--- src/rtl/uart_tx_scheduler.sv ---
// Shares one 8N1 serial transmitter between two requesters (A, B) using round-robin arbitration.
// The 16x oversampling tick from the baud-rate generator paces all frame timing.
`timescale 1ns/1ps

module uart_tx_scheduler #(
    parameter int DATA_BITS  = 8,
    parameter int OVERSAMPLE = 16,
    parameter int STOP_TICKS = 16
) (
    input  logic                 clock,
    input  logic                 reset_i,
    input  logic                 tick,
    input  logic                 req_a_i,
    input  logic [DATA_BITS-1:0] data_a_i,
    input  logic                 req_b_i,
    input  logic [DATA_BITS-1:0] data_b_i,
    output logic                 grant_a_o,
    output logic                 grant_b_o,
    output logic                 owner_o,
    output logic                 tx_busy_o,
    output logic                 tx_done_o,
    output logic                 tx_o
);

    // The tick counter must hold the longer of a bit cell and the stop bit.
    localparam int CW = $clog2(OVERSAMPLE > STOP_TICKS ? OVERSAMPLE : STOP_TICKS);
    localparam int BW = (DATA_BITS > 1) ? $clog2(DATA_BITS) : 1;

    localparam logic [CW-1:0] BIT_LAST  = CW'(OVERSAMPLE - 1);
    localparam logic [CW-1:0] STOP_LAST = CW'(STOP_TICKS - 1);
    localparam logic [BW-1:0] IDX_LAST  = BW'(DATA_BITS - 1);

    typedef enum logic [1:0] {IDLE, START, DATA, STOP} state_t;

    state_t               state;
    logic [CW-1:0]        tick_cnt;
    logic [BW-1:0]        bit_idx;
    logic [DATA_BITS-1:0] shreg;
    logic                 last_grant;  // 0 = A, 1 = B
    logic                 pick_b;

    // On a tie, the requester that did not win last time gets the line.
    always_comb begin
        pick_b = req_b_i && (!req_a_i || !last_grant);
    end

    // NOTE: every register here, including the shift register, is cleared by the async reset
    // and updated with non-blocking assignments, so all of it changes together at one edge.
    always_ff @(posedge clock or posedge reset_i) begin
        if (reset_i) begin
            state      <= IDLE;
            tick_cnt   <= '0;
            bit_idx    <= '0;
            shreg      <= '0;
            last_grant <= 1'b1;
            grant_a_o  <= 1'b0;
            grant_b_o  <= 1'b0;
            owner_o    <= 1'b0;
            tx_busy_o  <= 1'b0;
            tx_done_o  <= 1'b0;
            tx_o       <= 1'b1;
        end else begin
            grant_a_o <= 1'b0;
            grant_b_o <= 1'b0;
            tx_done_o <= 1'b0;

            case (state)
                IDLE: begin
                    if (req_a_i || req_b_i) begin
                        grant_a_o  <= !pick_b;
                        grant_b_o  <= pick_b;
                        shreg      <= pick_b ? data_b_i : data_a_i;
                        owner_o    <= pick_b;
                        last_grant <= pick_b;
                        tx_busy_o  <= 1'b1;
                        tick_cnt   <= '0;
                        tx_o       <= 1'b0;
                        state      <= START;
                    end
                end

                START: begin
                    if (tick) begin
                        if (tick_cnt == BIT_LAST) begin
                            tick_cnt <= '0;
                            bit_idx  <= '0;
                            tx_o     <= shreg[0];
                            state    <= DATA;
                        end else begin
                            tick_cnt <= tick_cnt + 1'b1;
                        end
                    end
                end

                DATA: begin
                    if (tick) begin
                        if (tick_cnt == BIT_LAST) begin
                            tick_cnt <= '0;
                            shreg    <= shreg >> 1;
                            if (bit_idx == IDX_LAST) begin
                                tx_o  <= 1'b1;
                                state <= STOP;
                            end else begin
                                bit_idx <= bit_idx + 1'b1;
                                tx_o    <= shreg[1];
                            end
                        end else begin
                            tick_cnt <= tick_cnt + 1'b1;
                        end
                    end
                end

                STOP: begin
                    if (tick) begin
                        if (tick_cnt == STOP_LAST) begin
                            tick_cnt  <= '0;
                            tx_done_o <= 1'b1;
                            tx_busy_o <= 1'b0;
                            state     <= IDLE;
                        end else begin
                            tick_cnt <= tick_cnt + 1'b1;
                        end
                    end
                end

                default: state <= IDLE;
            endcase
        end
    end

endmodule

--- config.mk ---
export PLATFORM = sky130hd
export DESIGN_NAME = uart_tx_scheduler
export DESIGN_NICKNAME = d
export VERILOG_FILES = /design/src/rtl/uart_tx_scheduler.sv
export SDC_FILE = /design/constraint.sdc
export NUM_CORES = 1
export LEC_CHECK = 0
export CORE_UTILIZATION = 55
export CTS_CLUSTER_SIZE = 8
export DETAILED_ROUTE_END_ITERATION = 6
export MAX_ROUTING_LAYER = met4
export PLACE_DENSITY = 0.95
export SLEW_MARGIN = 20
export SYNTH_ARGS = -nofsm -noshare
export SYNTH_HDL_FRONTEND = slang
export SYNTH_SLANG_ARGS = --single-unit
export TNS_END_PERCENT = 20
--- constraint.sdc ---
create_clock -name clock -period 2.85 [get_ports clock]
set_input_delay 0.285 -clock clock [delete_from_list [all_inputs] [get_ports clock]]
set_output_delay 0.285 -clock clock [all_outputs]
set_load 0.01 [all_outputs]
* Word level (Yosys, flattened, before mapping)
Cells that the tools add are included.
** Cells by class
- Eq/ne operators :: 15
- Div/mod/pow operators :: 0
- Bitwise gates (word level) :: 0
- Order comparisons :: 0
- Multiply operators :: 0
- Mux-type cells :: 42
- Reduce and logical (&&, ||, !) cells :: 19
- $add $sub $neg :: 2
- Shifts and indexed selects :: 0
** Operators with widths (number)
- $mux 8 :: 4
- $ne 2x2->1 const B :: 9
- $mux 1 :: 16
- $mux 2 :: 8
- $pmux 8 s2 :: 1
- $mux 3 :: 5
- $mux 4 :: 3
- $reduce_and 6->1 :: 2
- $pmux 2 s4 :: 1
- $pmux 4 s2 :: 1
- $reduce_and 4->1 :: 2
- $reduce_and 8->1 :: 1
- $pmux 3 s2 :: 1
- $reduce_bool 2->1 :: 3
- $add 4x1->4 const B :: 1
- $eq 2x2->1 const B :: 2
- $eq 4x4->1 const B :: 1
- $reduce_and 2->1 :: 2
- $add 3x1->3 const B :: 1
- $eq 3x3->1 const B :: 1
- $logic_not 1->1 :: 3
- $pmux 1 s3 :: 1
- $reduce_bool 3->1 :: 1
- $reduce_or 3->1 :: 1
- other kinds (6) :: 7
** Word-level totals
- Bits in writable memories :: 0
- Output and inout port bits :: 6
- Input bits :: 21
- Bits in read-only memories :: 0
- Word-level logic and storage cells :: 89
- Latch bits :: 0
- Memories kept :: 0
- Bits in registers :: 24

* Depth between registers and ports, before layout
- Word-level depth :: 6
- Gate-level depth with buffers :: 8
- Gate-level depth less buffers :: 6

* Least setup slack after synthesis
No wires, ideal clock.
- Kind :: register to register
- Start :: register state[0]
- End :: register state[1]
- Data required time :: 2.725 ns
- Stages on the path, launching flop included :: 8
- Setup time :: 0.125 ns
- Clock period less this slack :: 1.859 ns
- Buffers on the path :: 1
- Arrival time :: 1.734 ns
- Slack :: 0.991 ns
- Path through :: dfrtp_1 > inv_1 > ha_1 > buf_6 > or3b_4 > o221ai_2 > a211o_1 > mux2_4
** On the way
- Cells in the longest elaborated chain, start to end :: 3
- Elaborated cells on any way between the ends :: 14
- Those cells by class :: 11 x eq/ne; 1 x mux; 2 x reduce/logical
** RTL lines
- start: declaration :: RTL line 35 : state_t state;
- start signal: assignment :: RTL line 51 : state <= IDLE;
- start signal: assignment :: RTL line 78 : state <= START;
- start signal: assignment :: RTL line 88 : state <= DATA;
- $eq 2x2->1 (tied with other cells) :: RTL line 67 : case (state)
- $ne 2x2->1 (no source line)
- $reduce_and 8->1 (no source line)
Several ways; a longest one is shown, not always the timed one.
A chain may end at the register's enable or synchronous reset.

* Worst setup path after layout
- Start :: register state[0]
- End :: register shreg[5]
** On the way
- Cells in the longest elaborated chain, start to end :: 3
- Elaborated cells on any way between the ends :: 8
- Those cells by class :: 4 x eq/ne; 1 x mux; 3 x reduce/logical
** RTL lines
- $eq 2x2->1 / $logic_not 2->1 (equally long branches) :: RTL line 67
- $ne 2x2->1 (no source line) / $reduce_bool 2->1 (equally long branches)
- $reduce_and 4->1 (no source line)
- end signal: assignment :: RTL line 72 : shreg <= pick_b ? data_b_i : data_a_i;
- end signal: assignment :: RTL line 99 : shreg <= shreg >> 1;
- end: declaration :: RTL line 38 : logic [DATA_BITS-1:0] shreg;
Several ways; a longest one is shown, not always the timed one.

==> qor.yml <==
routing:
  drc: 0
  finalWirelength_um: 2850
  num_vias: 1127
  drt_iter0_drc: 27
  firstDrtPassIters: 4
  wire_per_inst_um: 15.0
  vias_per_cell: 5.93
  final_antenna_net_count: 0
die:
  ios: 27
  dieHeight_um: 52.3
  start_util: 0.606
  core_um2: 2300
  die_area_um2: 2740
  fp.dieW_um: 52.3
  rows: 17
clocking:
  htreeDepth: 1
  post_cts_buffers: 0
  insertion_delay_ns: 0.32
  cts_made_buffers: 3
  clock-root-buffer: "clkbuf_4"
  clkTransAtPathRegs_ns: 0.14
  cts_max_path_buffers: 2
  ctsHoldBuffers: 0
  clock_sinks: 24
  cts_tree: "yes"
  cts_resized: 0
sta:
  worst_slack_ns: 0.638
  fin_tns_setup_ns: 0
  setup_viol: 0
  finalClockSkew_ns: 0.00188
  rsz0062_at_grt: "false"
  hold_slack_ns: 0.423
  tightestPinTransition_ns: 0.977
  max_clock_freq_ghz: 0.452
  hold_violations: 0
  maxSlewViolCount: 0
  timing.final.crit_share: 0.776
  layout_min_cycle_time_ns: 2.21
  maxSlewHeadroom: 0.349
job:
  maxCapViolCount: 0
grt:
  grt_use_total: 0.251
  grt_max_degree: 25
  grt_pass1_wl_um: 4900
  grt_pass1_vias: 1135
  antenna_found_initial: 0
  grt_overflow: 0
placed_design:
  placedCellCount: 186
  routabilityCongestion: 0.875
  pre_cts_ws_ns: 0.666
  dp_hpwl_um: 2150
  io_buffers: 26
  placed_area_um2: 1660
synth:
  syn-num-nets: 166
  ys_types: 35
  synth_flop_cell: "dfrtp_1"
  synth_top_cell_area_share: 0.395
  synth.area.top_cells: "dfrtp_1 (40%), ha_1 (8.1%), mux2i_1 (7.9%)"
  async_reset_ff_frac: 1.00
  syn_area_per_cell_um2: 10.2
  synth_edf_count: 0
  synthCells: 136
  ys_seq_elements: 24
  synth_top_area_cell: "dfrtp_1"
  yosysSeqAreaShare: 0.433
  yosys_warnings: 0
  syn_area_um2: 1390
setup_path:
  worstPathRequired_ns: 3.02
  crit_type: "reg -> reg"
  ff2ff_path_depth: 5
  crit_fanout: 15
  endpoint: "shreg[5]"
  crit_path_start_kind: "flop"
  worstReg2RegEnd: "shreg[5]"
  crit_start: "state[0]"
  arrival_ns: 2.38
  end_kind: "flop"
  worstReg2RegStart: "state[0]"
  r2r_setup_slack_ns: 0.64
hold_path:
  min_path_type: "in -> async"
final_layout:
  utilization: 0.747
  instances_no_fill: 190
  syn_to_final_growth_pct: 23.2
  fin_area_um2: 1720
  drive_gt1_frac: 0.123
  diodes: 0
  nNetsFinal: 193
power_and_ir_drop:
  cellPowerDensity_nw_per_um2: 922
  power_mw: 1.58
  leakage_nw: 0.811
  ir_drop_mv: 0.550
outcome:
  outcome: "complete, no violations"
==> sequential cells by signal, summed over array words and instances (netlist names) <==
register,cells
shreg,8
tick_cnt,4
bit_idx,3
state,2
grant_a_o,1
grant_b_o,1
last_grant,1
owner_o,1
tx_busy_o,1
tx_done_o,1
tx_o,1
==> cell families after synthesis <==
group,after synthesis,share of synthesized area
flops,24,0.433
simple gates,35,0.119
buf+inv,14,0.0476
compound gates,34,0.165
fa+ha+maj,9,0.0809
mux,20,0.155
==> synth_stat cells (2+ instances only) <==
| master | n |
|---|---|
| and3_1 | 2 |
| mux2i_1 | 11 |
| a31oi_1 | 2 |
| inv_1 | 9 |
| nor2_1 | 4 |
| o31ai_1 | 2 |
| buf_2 | 2 |
| o22ai_1 | 2 |
| ha_1 | 9 |
| a21oi_1 | 3 |
| dfrtp_1 | 22 |
| o21ai_0 | 13 |
| nand3_1 | 2 |
| a21o_1 | 3 |
| dfstp_2 | 2 |
| nand2b_1 | 2 |
| nor2b_1 | 3 |
| mux2_2 | 8 |
| nand2_1 | 19 |
==> cells in the final DEF (no fill, tap or decap), drive strengths merged, types with 2 or more instances in the layout <==
master         count
mux2               9
o221ai             2
a21boi             2
a31oi              2
clkbuf             3
and3               2
o22ai              2
o21ai             13
dfrtp             22
a21o               3
o31ai              2
ha                 9
nor2               4
nand2b             2
clkdlybuf4s50     26
nand2             19
nand3              2
mux2i             11
nor2b              3
a21oi              3
inv                9
dfstp              2
==> worst min path at each step <==
stage                        start         end  slack (ns)  depth (start not counted)
after floorplan            reset_i  bit_idx[0]        0.30                          1
after global placement    shreg[6]    shreg[6]        0.46                          2
after detailed placement   owner_o     owner_o        0.47                          1
after CTS                  reset_i    shreg[5]        0.46                          2
after global routing       owner_o     owner_o        0.53                          1
final                      reset_i    shreg[4]        0.42                          2
==> layout make-up <==
type,count,area [um2]
Multi-Input combinational cell,98,723
Clock inverter,1,30.0
Fill cell,167,582
Timing Repair Buffer,27,268
Clock buffer,3,22.5
Inverter,9,33.8
Tap cell,28,35.0
Sequential cell,24,603
==> report_power, final <==
group / internal [mW] / leakage [nW] / switching [mW]
Clock: 0.142 / 0.0279 / 0.109
Sequential: 0.480 / 0.291 / 0.101
Combinational: 0.359 / 0.492 / 0.392
Total: 0.981 / 0.811 / 0.601
==> metal layers <==
| layer | share of wire | track usage |
|---|---|---|
| met1 | 0.42 | 0.275 |
| met2 | 0.54 | 0.464 |
| met3 | 0.026 | 0.0290 |
| met4 | 0.013 | 0.0877 |
| met5 | 0 | - |
==> critical path, stage by stage (launching register included) <==
cell and delay [ns]:
dfrtp_1 0.41, inv_1 0.11, ha_1 0.31, and4_1 0.20, o221ai_1 0.77, o21ai_0 0.25
No activity file was read; power rests on OpenSTA's default activity.
